### src/rtl/reaction_ctrl_if.sv
// Key inputs and counter-chain controls of the reaction-test sequencer.
interface reaction_ctrl_if;
    logic       start_key;
    logic       hit_key;
    logic       carry_in;
    logic       det_start;
    logic       trig;
    logic       flow;
    logic       led_go;
    logic       foul;
    logic [2:0] state;

    modport master (
        output start_key, hit_key, carry_in,
        input  det_start, trig, flow, led_go, foul, state
    );

    modport slave (
        input  start_key, hit_key, carry_in,
        output det_start, trig, flow, led_go, foul, state
    );
endinterface

### src/rtl/reaction_ctrl.sv
// Reaction-test sequencer: random wait, GO LED, 1 ms ticks to the dec_counter chain.
// Optional macro FALSE_START_EN: a hit during the random wait ends in the FOUL state.
module reaction_ctrl #(
    parameter int unsigned TICK_DIV     = 12000,
    parameter int unsigned DELAY_MIN_MS = 1000,
    parameter logic [15:0] LFSR_SEED    = 16'hACE1
) (
    input  logic            clk,
    input  logic            rst_n,
    reaction_ctrl_if.slave  bus
);

    localparam int unsigned DIV_W     = (TICK_DIV > 1) ? $clog2(TICK_DIV) : 1;
    localparam int unsigned WAIT_W    = $clog2(DELAY_MIN_MS + 2048);
    localparam logic [15:0] LFSR_TAPS = 16'hB400;
`ifdef FALSE_START_EN
    localparam bit FALSE_START = 1'b1;
`else
    localparam bit FALSE_START = 1'b0;
`endif

    typedef enum logic [2:0] {
        S_IDLE = 3'd0,
        S_ARM  = 3'd1,
        S_RUN  = 3'd2,
        S_DONE = 3'd3,
        S_OVER = 3'd4,
        S_FOUL = 3'd5
    } state_e;

    state_e              state_q;
    state_e              state_nxt;
    logic [15:0]         lfsr_q;
    logic [15:0]         lfsr_nxt;
    logic [DIV_W-1:0]    div_q;
    logic [DIV_W-1:0]    div_nxt;
    logic [WAIT_W-1:0]   wait_q;
    logic [WAIT_W-1:0]   wait_nxt;
    logic                det_start_q;
    logic                trig_q;
    logic                flow_q;
    logic                led_go_q;
    logic                foul_q;
    logic                tick_c;
    logic                entry_c;

    assign tick_c  = (div_q == DIV_W'(TICK_DIV - 1));
    assign entry_c = (state_nxt != state_q);

    // Galois LFSR, taps 16,14,13,11; the all-zero state is unreachable from a non-zero seed
    always_comb begin
        lfsr_nxt = {1'b0, lfsr_q[15:1]} ^ (lfsr_q[0] ? LFSR_TAPS : 16'h0000);
    end

    always_comb begin
        state_nxt = state_q;
        case (state_q)
            S_IDLE: begin
                if (bus.start_key) state_nxt = S_ARM;
            end
            S_ARM: begin
                if (FALSE_START && bus.hit_key)             state_nxt = S_FOUL;
                else if (tick_c && (wait_q <= WAIT_W'(1))) state_nxt = S_RUN;
            end
            S_RUN: begin
                // carry wins over hit: the digits have already wrapped past 9999
                if (bus.carry_in)     state_nxt = S_OVER;
                else if (bus.hit_key) state_nxt = S_DONE;
            end
            S_DONE, S_OVER, S_FOUL: begin
                if (bus.start_key) state_nxt = S_ARM;
            end
            default: state_nxt = S_IDLE;
        endcase
    end

    // Divider restarts on every state change so the first tick lands TICK_DIV cycles after entry
    always_comb begin
        div_nxt  = (entry_c || tick_c) ? '0 : div_q + DIV_W'(1);
        wait_nxt = wait_q;
        if (entry_c && (state_nxt == S_ARM)) begin
            wait_nxt = WAIT_W'(DELAY_MIN_MS) + WAIT_W'(lfsr_q[10:0]);
        end else if ((state_q == S_ARM) && tick_c) begin
            wait_nxt = wait_q - WAIT_W'(1);
        end
    end

    always_ff @(posedge clk or negedge rst_n) begin
        if (!rst_n) begin
            state_q     <= S_IDLE;
            lfsr_q      <= LFSR_SEED;
            div_q       <= '0;
            wait_q      <= '0;
            det_start_q <= 1'b0;
            trig_q      <= 1'b0;
            flow_q      <= 1'b0;
            led_go_q    <= 1'b0;
            foul_q      <= 1'b0;
        end else begin
            state_q     <= state_nxt;
            lfsr_q      <= lfsr_nxt;
            div_q       <= div_nxt;
            wait_q      <= wait_nxt;
            det_start_q <= entry_c && (state_nxt == S_ARM);
            trig_q      <= (state_q == S_RUN) && (state_nxt == S_RUN) && tick_c;
            flow_q      <= (state_nxt == S_OVER) || (state_nxt == S_FOUL);
            led_go_q    <= (state_nxt == S_RUN);
            foul_q      <= FALSE_START && (state_nxt == S_FOUL);
        end
    end

    assign bus.state     = state_q;
    assign bus.det_start = det_start_q;
    assign bus.trig      = trig_q;
    assign bus.flow      = flow_q;
    assign bus.led_go    = led_go_q;
    assign bus.foul      = foul_q;

endmodule

### src/flat_wrapper.sv
// flat-port wrapper written by rule: the top's interface ports become plain ports
module reaction_ctrl_flat 
#(
    parameter int unsigned TICK_DIV     = 12000,
    parameter int unsigned DELAY_MIN_MS = 1000,
    parameter logic [15:0] LFSR_SEED    = 16'hACE1
)
  (clk, rst_n, bus_start_key, bus_hit_key, bus_carry_in, bus_det_start, bus_trig, bus_flow, bus_led_go, bus_foul, bus_state);
  reaction_ctrl_if bus_i ();
  input  logic clk;
  input  logic rst_n;
  input wire logic [$bits(bus_i.start_key)-1:0] bus_start_key;
  input wire logic [$bits(bus_i.hit_key)-1:0] bus_hit_key;
  input wire logic [$bits(bus_i.carry_in)-1:0] bus_carry_in;
  output wire logic [$bits(bus_i.det_start)-1:0] bus_det_start;
  output wire logic [$bits(bus_i.trig)-1:0] bus_trig;
  output wire logic [$bits(bus_i.flow)-1:0] bus_flow;
  output wire logic [$bits(bus_i.led_go)-1:0] bus_led_go;
  output wire logic [$bits(bus_i.foul)-1:0] bus_foul;
  output wire logic [$bits(bus_i.state)-1:0] bus_state;
  assign bus_i.start_key = bus_start_key;
  assign bus_i.hit_key = bus_hit_key;
  assign bus_i.carry_in = bus_carry_in;
  assign bus_det_start = bus_i.det_start;
  assign bus_trig = bus_i.trig;
  assign bus_flow = bus_i.flow;
  assign bus_led_go = bus_i.led_go;
  assign bus_foul = bus_i.foul;
  assign bus_state = bus_i.state;
  reaction_ctrl #(.TICK_DIV(TICK_DIV), .DELAY_MIN_MS(DELAY_MIN_MS), .LFSR_SEED(LFSR_SEED)) u_core (.clk(clk), .rst_n(rst_n), .bus(bus_i));
endmodule
### config.mk
export PLATFORM = sky130hd
export DESIGN_NAME = reaction_ctrl_flat
export DESIGN_NICKNAME = d
export VERILOG_FILES = /design/src/rtl/reaction_ctrl_if.sv /design/src/rtl/reaction_ctrl.sv /design/src/flat_wrapper.sv
export SDC_FILE = /design/constraint.sdc
export NUM_CORES = 1
export LEC_CHECK = 0
export ABC_AREA = 1
export CAP_MARGIN = 20
export CORE_MARGIN = 3
export CORE_UTILIZATION = 40
export CTS_CLUSTER_DIAMETER = 200
export DETAILED_ROUTE_END_ITERATION = 7
export DONT_BUFFER_PORTS = 1
export GPL_TIMING_DRIVEN = 0
export PLACE_DENSITY_LB_ADDON = 0.08
export RECOVER_POWER = 25
export SLEW_MARGIN = 30
export SYNTH_ARGS = -nofsm -noshare
export SYNTH_HDL_FRONTEND = slang
export SYNTH_SLANG_ARGS = --single-unit
export TNS_END_PERCENT = 10
### constraint.sdc
create_clock -name clk -period 2.3 [get_ports clk]
set_input_delay 0.115 -clock clk [delete_from_list [all_inputs] [get_ports clk]]
set_output_delay 0.115 -clock clk [all_outputs]
set_load 0.02 [all_outputs]
==> results.ini <==
[worst_setup_path]
critical_path_depth = 14
rr_worst_depth = 14
reg2reg_slack_ns = 0.19
critPathBufInv = 2
path_cells = inv_2 > ha_4 > nor2_1 > nor3_1 > nand2_1 > o21ai_2 > nand2_2 > nand2_2 > nand2_2 > nand2_4 > nand2_4 > buf_6 > o21ai_2 > nor2_1
r2r-end = u_core.wait_q[8]
cp-end-kind = flip-flop
critPathArrivalTime_ns = 2.31
crit_top_cell = nand2_2
crit_end = u_core.wait_q[8]
cp_top_family = simple AND/OR/NAND/NOR gates
cp_data_required_time_ns = 2.50
worstSetupStartpointType = flip-flop
critPathMaxStageDelay_ns = 0.43
critPathSlowestCell = dfrtp_1
reg2reg_from = u_core.wait_q[0]
crit_path_max_fanout = 10
setup.worst_path.start = u_core.wait_q[0]
critPathKind = reg -> reg

[clock_tree]
root_buffer = clkbuf_8
cts_setup_buffers = 0
cts.sinks = 49
cts.clk_slew.worst_paths_ns = 0.09
htree_levels = 2
ctsLongestPathBuffers = 2
cts_tree = yes
numCtsBuffers = 5
clk_latency_ns = 0.30

[grt]
use_met2_pct = 22.4
antenna_found_initial = 0
use_met1_pct = 18.9
overflow = 0
grt_pass1_wl_mm = 8.00
top_usage_layer = met2
grt_pass1_vias = 1733
grt_usage_pct = 13.9
use_met3_pct = 2.91
grt_max_degree = 50

[placement]
place_area_um2 = 2590
gp_congestion = 0.843
place_hpwl_mm = 3.31
place_inst = 358
io_buffer_count = 0
pre_cts_slack_ns = 0.0693

[power]
power.total_mw = 2.40
power_density_nw_per_um2 = 878
p_int_mw = 1.56
pwr-share-comb_pct = 28.7
vdd_ir_drop_max_mv = 0.461
p_seq_share_pct = 45.5
netSwitchingFraction_pct = 35.1
p_sw_mw = 0.842
pwr-share-clk_pct = 25.7
power.leakage_nw = 1.30

[synthesis]
synth_nets = 292
syn_area_um2 = 2500
ys_top_cells_by_area = dfrtp_1, dfstp_2, nand2_1, nor2_1, xor2_1
syn_area_per_cell_um2 = 8.82
synth_edf_count = 0
yosysSeqAreaShare_pct = 49.5
dominantRegCellSynth = dfrtp_1
synthCells = 283
synthTopCellsByCount = nand2_1, dfrtp_1, nor2_1
synth.distinct_cells = 38
synthMostInstantiatedCell = nand2_1
synth_warnings = 0
netlist.area_leader.share_pct = 41.1
synth_seq_cells = 49
synth_top_cell_by_area = dfrtp_1
async_flop_share_pct = 100

[layout]
area.growth.synth_to_final_pct = 9.47
fin_nets = 301
final_area_um2 = 2730
final_cells = 368
num_antenna_cells = 0
drive_gt1_share_pct = 18.1
num-fill-cells = 589
fin_util_pct = 45.6

[routing]
vias_per_cell = 4.88
num_vias = 1794
antenna_left = 0
post_drt_wl_per_cell_um = 12.5
routed_wl_mm = 4.59
drtPass1Iterations = 4
drt-initial-drc-count = 57
drc = 0

[die]
core_um2 = 5990
die_area_um2 = 7230
io_pins = 13
fp.dieH_um = 85.0
dieWidth_um = 85.0
rows = 28
start_util_pct = 41.7

[timing]
skew_ns = 0.00560
min_period_ns = 2.11
hold_slack_ns = 0.116
timing.final.crit_share_pct = 91.8
fmax_mhz = 474
relSlewSlack_pct = 20.3
grt_setup_unrepaired = false
worstMarginPinSlew_ns = 1.19
fin_ws_ns = 0.190
setup-violations-final = 0
tns_ns = 0
hold_viol_final = 0
slew_viol_final = 0

[worst_hold_path]
hp-class = in -> reg

[outcome]
status = complete, no violations

[flow_run]
max_cap_violations = 0

==> area by class of cell <==
cell class | count | area (um^2) | share of cell area [%]
clock buffers | 5 | 68.8 | 2.52
flip-flops and latches | 49 | 1240 | 45.2
clock inverters | 3 | 46.3 | 1.69
repair buffers | 2 | 15.0 | 0.549
multi-input cells | 198 | 1120 | 41.0
plain buffers | 4 | 31.3 | 1.14
well taps | 75 | 93.8 | 3.43
inverters | 32 | 123 | 4.49
==> routing by layer <==
metal	vias up	wire, um
li1	924	-
met1	850	2280
met2	16	2160
met3	4	101
met4	0	49
met5	-	0
==> power by group through the flow <==
stage / registers (mW) / clock network, mW / logic [mW]
final: 1.09 / 0.618 / 0.690
after CTS: 1.09 / 0.640 / 0.693
after global placement: 1.11 / 0 / 0.660
after detailed placement: 1.11 / 0 / 0.664
after floorplan: 1.09 / 0 / 0.546
after global routing: 1.11 / 0.679 / 0.803
==> logic make-up (layout without fill, tap and decap cells) <==
family,after synthesis,after routing,synth area share (%)
flip-flops,49,49,49.5
other,1,1,0.150
AND/OR/NAND/NOR,150,150,30.2
buffers and inverters,36,46,6.16
XOR/XNOR,17,17,5.96
adder cells (fa/ha/maj),4,4,2.00
AO/OA/AOI/OAI,26,26,6.06
==> worst min-delay path by stage <==
stage | depth (start not counted) | slack (ns) | endpoint | start
final | 3 | 0.12 | u_core.bus.state[2] | bus_start_key
after CTS | 4 | 0.13 | u_core.bus.state[0] | bus_hit_key
after detailed placement | 0 | -0.18 | u_core.bus.state[0] | rst_n
after global routing | 3 | 0.16 | u_core.bus.state[2] | bus_start_key
after global placement | 0 | -0.18 | u_core.bus.state[0] | rst_n
after floorplan | 0 | -0.18 | u_core.bus.det_start | rst_n
==> sequential cells by signal, summed over array words and instances (netlist names) <==
name                  count
u_core.bus.det_start      1
u_core.bus.flow           1
u_core.bus.led_go         1
u_core.bus.state          3
u_core.bus.trig           1
u_core.div_q             14
u_core.lfsr_q            16
u_core.wait_q            12
==> cells in the final DEF, fill, tap and decap left out, drive strengths merged, types with 2 or more instances in the layout <==
cell / count
nand4: 2
nor2: 39
nand2: 58
o21ai: 15
a21oi: 7
or2: 3
nor4: 2
nand3b: 2
clkbuf: 6
nand3: 26
inv: 32
dfrtp: 41
ha: 4
nor3b: 5
buf: 4
xnor2: 3
dfstp: 8
xor2: 14
nor3: 12
==> repair_timing <==
action,4_1_cts,5_1_grt
resized for setup,0,3
hold buffers,2,0
endpoints found under the setup margin,0,14
endpoints found under the hold margin,49,0
==> worst min-delay path, delay by kind of cell <==
| kind | cells | cell delay [ns] |
|---|---|---|
| AND/OR/NAND/NOR | 2 | 0.21 |
| buffers and inverters | 1 | 0.06 |
Note: power is estimated with default switching activity, not from simulation.
